## config.mk

```make
export PLATFORM = sky130hd
export DESIGN_NAME = core_array_mem_fabric
export DESIGN_NICKNAME = d
export VERILOG_FILES = /design/src/rtl/core_array_mem_fabric.sv
export SDC_FILE = /design/constraint.sdc
export NUM_CORES = 1
export LEC_CHECK = 0
export ABC_AREA = 1
export BUFFER_PORTS_ARGS = -buffer_cell sky130_fd_sc_hd__buf_2
export CAP_MARGIN = 20
export CORE_AREA = 2 2 294 296
export CTS_BUF_LIST = sky130_fd_sc_hd__clkbuf_8 sky130_fd_sc_hd__clkbuf_16
export DETAILED_ROUTE_END_ITERATION = 7
export DIE_AREA = 0 0 296 298
export GPL_TIMING_DRIVEN = 0
export SLEW_MARGIN = 40
export SYNTH_ARGS = -nofsm -noshare
export SYNTH_HDL_FRONTEND = slang
export SYNTH_SLANG_ARGS = --single-unit
```

## constraint.sdc

```tcl
create_clock -name clk -period 3.81 [get_ports clk]
set_input_delay 0.1905 -clock clk [delete_from_list [all_inputs] [get_ports clk]]
set_output_delay 0.1905 -clock clk [all_outputs]
set_load 0.005 [all_outputs]
```

## src/rtl/core_array_mem_fabric.sv

```systemverilog
// Core-array memory fabric.
// Decodes host memory requests onto CORE_NUM per-core memory ports through a
// registered stage, tracks outstanding unicast reads in order, reports
// protocol/decode errors through a sticky flag, and aggregates per-core
// finish pulses under an enable mask.
module core_array_mem_fabric #(
  parameter int CORE_NUM    = 8,
  parameter int SEL_W       = 4,
  parameter int CORE_ADDR_W = 14,
  parameter int ADDR_W      = CORE_ADDR_W + SEL_W + 2,
  parameter int DATA_W      = 32,
  parameter int OT_DEPTH    = 4
) (
  input  logic                            clk,
  input  logic                            rst,
  // host request port
  input  logic                            req_vld,
  output logic                            req_rdy,
  input  logic [ADDR_W-1:0]               req_addr,
  input  logic                            req_wen,
  input  logic                            req_ren,
  input  logic [DATA_W-1:0]               req_wdata,
  // host read response
  output logic                            rsp_vld,
  output logic [DATA_W-1:0]               rsp_rdata,
  // sticky error
  output logic                            err,
  input  logic                            err_clr,
  // per-core memory ports
  output logic [CORE_NUM*CORE_ADDR_W-1:0] core_addr,
  output logic [CORE_NUM*DATA_W-1:0]      core_wdata,
  output logic [CORE_NUM-1:0]             core_wen,
  output logic [CORE_NUM-1:0]             core_ren,
  input  logic [CORE_NUM-1:0]             core_rvld,
  input  logic [CORE_NUM*DATA_W-1:0]      core_rdata,
  // finish aggregation
  input  logic [CORE_NUM-1:0]             core_en,
  input  logic                            start,
  input  logic [CORE_NUM-1:0]             core_finish,
  output logic                            finish
);

  localparam int               PTR_W      = $clog2(OT_DEPTH);
  localparam logic [PTR_W:0]   FULL_CNT   = (PTR_W+1)'(OT_DEPTH);
  localparam logic [SEL_W:0]   CORE_NUM_L = (SEL_W+1)'(CORE_NUM);

  // ---------------------------------------------------------------------------
  // State
  // ---------------------------------------------------------------------------
  logic [CORE_NUM-1:0]    wen_q,   wen_d;
  logic [CORE_NUM-1:0]    ren_q,   ren_d;
  // One shared address/data register fans out to every core; only the
  // strobed cores act on it, so per-core copies would carry no information.
  logic [CORE_ADDR_W-1:0] addr_q,  addr_d;
  logic [DATA_W-1:0]      wdata_q, wdata_d;

  logic [SEL_W-1:0]       fifo_q [OT_DEPTH];
  logic [SEL_W-1:0]       fifo_d [OT_DEPTH];
  logic [PTR_W-1:0]       wr_ptr_q, wr_ptr_d;
  logic [PTR_W-1:0]       rd_ptr_q, rd_ptr_d;
  logic [PTR_W:0]         cnt_q,    cnt_d;

  logic                   rsp_vld_q,   rsp_vld_d;
  logic [DATA_W-1:0]      rsp_rdata_q, rsp_rdata_d;
  logic                   err_q,       err_d;

  logic [CORE_NUM-1:0]    flag_q,   flag_d;
  logic                   finish_q, finish_d;

  // ---------------------------------------------------------------------------
  // Request decode
  // ---------------------------------------------------------------------------
  logic                   accept;
  logic                   addr_noncore;
  logic                   addr_bcast;
  logic [SEL_W-1:0]       addr_sel;
  logic [CORE_ADDR_W-1:0] addr_loc;
  logic                   sel_ok;
  logic [CORE_NUM-1:0]    sel_onehot;
  logic                   push;
  logic                   req_err;

  assign req_rdy      = (cnt_q != FULL_CNT);
  assign accept       = req_vld & req_rdy;
  assign addr_noncore = req_addr[ADDR_W-1];
  assign addr_bcast   = req_addr[ADDR_W-2];
  assign addr_sel     = req_addr[CORE_ADDR_W +: SEL_W];
  assign addr_loc     = req_addr[CORE_ADDR_W-1:0];
  assign sel_ok       = ({1'b0, addr_sel} < CORE_NUM_L);

  // One-hot core select; compare-based so a select wider than the core count
  // never indexes past the strobe vector.
  always_comb begin
    sel_onehot = '0;
    for (int i = 0; i < CORE_NUM; i++) begin
      sel_onehot[i] = (addr_sel == SEL_W'(i));
    end
  end

  // Next-cycle strobes, shared addr/data, FIFO push and decode errors.
  always_comb begin
    // NOTE: every always_comb output gets a default first, so no path through
    // the if/else tree can leave a value unassigned and infer a latch.
    wen_d   = '0;
    ren_d   = '0;
    addr_d  = addr_q;
    wdata_d = wdata_q;
    push    = 1'b0;
    req_err = 1'b0;
    if (accept) begin
      if (req_wen && req_ren) begin
        req_err = 1'b1;
      end else if (addr_noncore) begin
        // Non-core region: accepted and silently ignored.
      end else if (addr_bcast) begin
        if (req_ren) begin
          req_err = 1'b1;
        end else if (req_wen) begin
          wen_d   = core_en;
          addr_d  = addr_loc;
          wdata_d = req_wdata;
        end
      end else if (!sel_ok) begin
        req_err = req_wen | req_ren;
      end else if (req_wen) begin
        wen_d   = sel_onehot;
        addr_d  = addr_loc;
        wdata_d = req_wdata;
      end else if (req_ren) begin
        ren_d  = sel_onehot;
        addr_d = addr_loc;
        push   = 1'b1;
      end
    end
  end

  // ---------------------------------------------------------------------------
  // Outstanding-read FIFO and response path
  // ---------------------------------------------------------------------------
  logic [SEL_W-1:0]    head;
  logic [CORE_NUM-1:0] head_onehot;
  logic                head_hit;
  logic [DATA_W-1:0]   head_data;
  logic                fifo_empty;
  logic                pop;
  logic                rsp_err;

  assign head       = fifo_q[rd_ptr_q];
  assign fifo_empty = (cnt_q == '0);

  // Select the valid/data of the core at the FIFO head.
  always_comb begin
    head_onehot = '0;
    head_hit    = 1'b0;
    head_data   = '0;
    for (int i = 0; i < CORE_NUM; i++) begin
      if (head == SEL_W'(i)) begin
        head_onehot[i] = 1'b1;
        head_hit       = core_rvld[i];
        head_data      = core_rdata[i*DATA_W +: DATA_W];
      end
    end
  end

  // Pop on a head match; any other valid bit is unexpected and flags an error.
  always_comb begin
    pop         = !fifo_empty && head_hit;
    rsp_err     = |(core_rvld & ~(pop ? head_onehot : '0));
    rsp_vld_d   = pop;
    rsp_rdata_d = pop ? head_data : rsp_rdata_q;
  end

  // FIFO storage write and pointer/count update.
  always_comb begin
    fifo_d   = fifo_q;
    wr_ptr_d = wr_ptr_q;
    rd_ptr_d = rd_ptr_q;
    cnt_d    = cnt_q;
    if (push) begin
      fifo_d[wr_ptr_q] = addr_sel;
      wr_ptr_d         = wr_ptr_q + PTR_W'(1);
    end
    if (pop) begin
      rd_ptr_d = rd_ptr_q + PTR_W'(1);
    end
    case ({push, pop})
      2'b10:   cnt_d = cnt_q + (PTR_W+1)'(1);
      2'b01:   cnt_d = cnt_q - (PTR_W+1)'(1);
      default: cnt_d = cnt_q;
    endcase
  end

  // Sticky error: a new error in the same cycle wins over a clear.
  always_comb begin
    if (req_err || rsp_err) begin
      err_d = 1'b1;
    end else if (err_clr) begin
      err_d = 1'b0;
    end else begin
      err_d = err_q;
    end
  end

  // ---------------------------------------------------------------------------
  // Finish aggregator
  // ---------------------------------------------------------------------------
  logic all_done;

  // The current cycle's finish pulses count, so finish rises one cycle after
  // the last enabled core reports; start suppresses completion and wins.
  always_comb begin
    all_done = !start && (|core_en) && (&(flag_q | core_finish | ~core_en));
    finish_d = all_done;
    if (start || all_done) begin
      flag_d = '0;
    end else begin
      flag_d = flag_q | core_finish;
    end
  end

  // ---------------------------------------------------------------------------
  // Registers
  // ---------------------------------------------------------------------------
  // Control and datapath registers with synchronous reset.
  always_ff @(posedge clk) begin
    // NOTE: state is updated with <= so every register samples the pre-edge
    // value of the others, independent of statement order.
    if (rst) begin
      wen_q       <= '0;
      ren_q       <= '0;
      addr_q      <= '0;
      wdata_q     <= '0;
      wr_ptr_q    <= '0;
      rd_ptr_q    <= '0;
      cnt_q       <= '0;
      rsp_vld_q   <= 1'b0;
      rsp_rdata_q <= '0;
      err_q       <= 1'b0;
      flag_q      <= '0;
      finish_q    <= 1'b0;
    end else begin
      wen_q       <= wen_d;
      ren_q       <= ren_d;
      addr_q      <= addr_d;
      wdata_q     <= wdata_d;
      wr_ptr_q    <= wr_ptr_d;
      rd_ptr_q    <= rd_ptr_d;
      cnt_q       <= cnt_d;
      rsp_vld_q   <= rsp_vld_d;
      rsp_rdata_q <= rsp_rdata_d;
      err_q       <= err_d;
      flag_q      <= flag_d;
      finish_q    <= finish_d;
    end
  end

  // FIFO entry storage.
  always_ff @(posedge clk) begin
    // NOTE: entries are not reset; the cleared count and pointers already mark
    // every slot invalid, so resetting the array would only add reset fanout.
    fifo_q <= fifo_d;
  end

  // ---------------------------------------------------------------------------
  // Outputs
  // ---------------------------------------------------------------------------
  assign core_wen   = wen_q;
  assign core_ren   = ren_q;
  assign core_addr  = {CORE_NUM{addr_q}};
  assign core_wdata = {CORE_NUM{wdata_q}};
  assign rsp_vld    = rsp_vld_q;
  assign rsp_rdata  = rsp_rdata_q;
  assign err        = err_q;
  assign finish     = finish_q;

endmodule

```

==> insert_results.sql <==
INSERT INTO impl_metrics (metric_group, metric, value, unit) VALUES
('sta', 'drv_slew', '0', ''),
('global_route', 'track_usage', '0.1287', ''),
('floorplanning', 'die-height', '298', 'um'),
('final_layout', 'fill_cells', '9764', ''),
('routing', 'detailedRoute.firstPassIterationCount', '5', ''),
('cts', 'path_clk_slew', '70', 'ps'),
('final_layout', 'commonest_non_fill_non_tap_cell_in_the_layout', 'buf_2', ''),
('synthesis', 'postSynthCellCount', '1267', ''),
('sta', 'finClkSkew', '13.54', 'ps'),
('synthesis', 'synth-seq-cells', '128', ''),
('synthesis', 'synth.lib_cells_used.distinct', '39', ''),
('routing', 'drt_wl_total', '59800', 'um'),
('worst_setup_path', 'path_class', 'register to register', ''),
('sta', 'timing.max_slew.rel_slack', '0.4221', ''),
('cts', 'clock_tree.buffer_depth', '2', ''),
('worst_setup_path', 'crit-reg2reg-launch', 'rd_ptr_q[0]', ''),
('synthesis', 'synth.largest_area_cell', 'buf_4', ''),
('sta', 'totalNegativeSetupSlack', '0', 'ps'),
('global_route', 'overflow', '0', ''),
('sta', 'worstMarginPinSlew', '866.9', 'ps'),
('floorplanning', 'chipWidth', '296', 'um'),
('sta', 'rsz_0062_raised_after_global_routing', 'false', ''),
('worst_setup_path', 'critPathCaptureType', 'register', ''),
('global_route', 'grt_antenna_before_repair', '16', ''),
('routing', 'route.detailed.wl_per_inst', '18.18', 'um'),
('synthesis', 'mappedNetlistArea', '8934', 'um2'),
('floorplanning', 'die_area', '88210', 'um2'),
('routing', 'route.antenna.remaining_nets', '0', ''),
('final_layout', 'drive_gt1_frac', '0.5420', ''),
('cts', 'number_of_buffers_created_by_cts', '17', ''),
('cts', 'number_of_sinks_handled_by_clock_tree_synthesis', '128', ''),
('worst_setup_path', 'crit_fanout', '10', ''),
('final_layout', 'flow.area_growth_from_synthesis', '74.51', '%'),
('global_route', 'grt_start_max_net_pins', '17', ''),
('global_route', 'via_count_of_the_first_global_routing_pass', '10840', ''),
('sta', 'timing_hold_violations_final', '0', ''),
('routing', 'detailroute.via_count', '11420', ''),
('power', 'p_comb_frac', '0.187', ''),
('routing', 'drt_drc_violations_left', '0', ''),
('power', 'clock_power_share', '0.439', ''),
('cts', 'h-tree-depth', '4', ''),
('worst_setup_path', 'cp.arrival', '3750', 'ps'),
('worst_setup_path', 'worst_setup_path_start_kind', 'register', ''),
('placement', 'i_o_buffers', '756', ''),
('sta', 'finalSetupViolations', '0', ''),
('synthesis', 'synth_area_leaders', 'buf_4 27%, dfxtp_1 25%, nand2_1 8.8%, nor2_1 5.8%, edfxtp_1 5.4%', ''),
('floorplanning', 'pin_count', '759', ''),
('sta', 'layout_worst_path_cycle_share', '0.8930', ''),
('synthesis', 'synth_fp_nets', '1612', ''),
('synthesis', 'yosys.area.top_type_share', '0.2748', ''),
('cts', 'clkLatencyLatePin', '470', 'ps'),
('routing', 'drt-initial-drc-count', '529', ''),
('sta', 'min_period', '3402', 'ps'),
('cts', 'cts_root_buf', 'clkbuf_16', ''),
('worst_setup_path', 'setup.worst_path.start', 'rd_ptr_q[0]', ''),
('sta', 'max_freq', '293.9', 'MHz'),
('flow_run', 'drv.max_cap_violation_count', '0', ''),
('synthesis', 'syn_avg_cell_area', '7.051', 'um2'),
('final_layout', 'final_net_count', '2465', ''),
('cts', 'cts_resized', '0', ''),
('power', 'total_internal_power', '0.002779', 'W'),
('synthesis', 'seq_area_frac_synth', '0.3048', ''),
('routing', 'vias_per_cell', '3.472', ''),
('worst_setup_path', 'cp_data_required_time', '4150', 'ps'),
('power', 'seq_power_share', '0.373', ''),
('power', 'reported_leakage_power', '8.794', 'nW'),
('cts', 'cts_tree', 'built', ''),
('power', 'p_per_area', '248.1', 'nW/um2'),
('power', 'power.net_switching', '0.001089', 'W'),
('floorplanning', 'initial_utilization', '0.1053', ''),
('floorplanning', 'placementRows', '107', ''),
('synthesis', 'ys.warnings.count', '0', ''),
('outcome', 'run_status', 'finished, final reports clean', ''),
('power', 'vdd_ir_drop_max', '302.3', 'uV'),
('placement', 'placement_setup_slack', '426.6', 'ps'),
('placement', 'dp_hpwl', '50770', 'um'),
('global_route', 'grt_first_pass_wirelength', '77960', 'um'),
('placement', 'routabilityCongestion', '0.9230', ''),
('sta', 'final_critical_path_setup_slack', '407.7', 'ps'),
('worst_hold_path', 'worstHoldPathType', 'primary input to register', ''),
('worst_hold_path', 'hold_path.startpoint', 'core_rdata[251]', ''),
('power', 'switching_share', '0.2815', ''),
('final_layout', 'final_cell_mix', '769 x buf_2, 327 x buf_4, 210 x nand2_1', ''),
('floorplanning', 'core_outline_area', '84880', 'um2');
synth_stat cells:
master     instances
a2111oi_0          1
a21oi_1           89
a21oi_2            1
a221oi_1           7
a22o_1            12
a31oi_1           12
a41oi_1            3
and2_1             2
buf_1              5
buf_2             12
buf_4            327
buf_6              2
clkbuf_1          29
clkinv_1           2
dfxtp_1          112
edfxtp_1          16
fa_1               1
ha_1               5
inv_1             63
inv_2              4
nand2_1          210
nand2_2            6
nand2_4            1
nand3_1           69
nand4_1           19
nand4_4            1
nor2_1           139
nor2_2             1
nor3_1             6
nor4_1             2
o2111ai_1          1
o211ai_1           1
o21ai_0           87
o21ai_1            7
o22ai_1            8
o2bb2ai_1          1
o31ai_1            1
o32ai_1            1
or2_2              1
metrics by stage:
| stage | hold slack (ps) | total power, W | utilization | std cells | instance area [um2] |
|---|---|---|---|---|---|
| 4_1_cts | 0.8989 | 0.003945 | 0.1832 | 3276 | 15550 |
| 2_1_floorplan | 289.4 | 0.001719 | - | 1267 | 8934 |
| 3_3_place_gp | 414.0 | 0.002128 | 0.1667 | 3167 | 14150 |
| 5_1_grt | 28.58 | 0.004048 | 0.1835 | 3283 | 15570 |
| 6_report | 49.53 | 0.003867 | 0.1837 | 3289 | 15590 |
| 3_5_place_dp | 417.9 | 0.002140 | 0.1675 | 3169 | 14220 |
worst paths after layout:
check | to | slack, ps | depth (start not counted)
setup / recovery | cnt_q[2] | 410 | 18
setup reg to reg | cnt_q[2] | 410 | 18
hold / removal | rsp_rdata[27] | 50 | 3
hold reg to reg | flag_q[5] | 460 | 2
logic make-up (layout without fill, tap and decap cells):
kind of cell    count (synthesis)  in the layout  share of synthesized area
simple gates                  457            457                     0.2140
other cells                     0             12                          0
compound gates                232            232                     0.1447
fa+ha+maj                       6              6                   0.009244
flops                         128            128                     0.3048
buf+inv                       444           1310                     0.3273
repair_timing:
action                    4_1_cts  5_1_grt
hold buffers                   75        0
hold endpoints to repair       69        0
buffers inserted                0        0
critical path, stage by stage (launching register included):
cell and delay, ps:
dfxtp_1 340, buf_4 180, nand2_1 80, nand3_1 100, nand2_1 130, nor2_1 90
nand2_1 330, o32ai_1 130, inv_1 280, nand2_4 190, inv_2 120, buf_4 230
ha_1 180, inv_1 60, fa_1 370, a21oi_1 140, o21ai_0 120, o21ai_0 150
a21oi_1 50
power groups by stage:
stage               Clock, W  Combinational, W  Sequential, W
detailed placement         0          0.000666        0.00147
finish               0.00170          0.000724        0.00144
CTS                  0.00177          0.000731        0.00144
floorplan                  0          0.000266        0.00145
global placement           0          0.000655        0.00147
global route         0.00181          0.000784        0.00145
layout make-up:
class | count | area, um2 | area share
Antenna cell | 12 | 30.03 | 0.001926
Clock buffer | 17 | 425.4 | 0.02729
Sequential cell | 128 | 2723 | 0.1746
Multi-Input combinational cell | 695 | 3316 | 0.2127
Tap cell | 1144 | 1431 | 0.09181
Clock inverter | 15 | 160.2 | 0.01027
Inverter | 69 | 259.0 | 0.01661
Timing Repair Buffer | 834 | 4574 | 0.2934
Buffer | 375 | 2671 | 0.1713
routing by layer:
| layer | GRT usage | vias to the layer above | part of all wire |
|---|---|---|---|
| li1 | - | 5546 | - |
| met1 | 0.1458 | 5195 | 0.41 |
| met2 | 0.2111 | 588 | 0.45 |
| met3 | 0.04558 | 88 | 0.094 |
| met4 | 0.06782 | 4 | 0.043 |
| met5 | 0 | - | 0.00045 |
state kept, by name, indices dropped and copies added, names as in the netlist:
name,cells
flag_q,8
finish,1
cnt_q,3
wdata_q,32
core_ren,8
addr_q,14
wr_ptr_q,2
rsp_vld,1
rsp_rdata,32
err,1
rd_ptr_q,2
core_wen,8
fifo_q,16
Note: power is estimated with default switching activity, not from simulation.
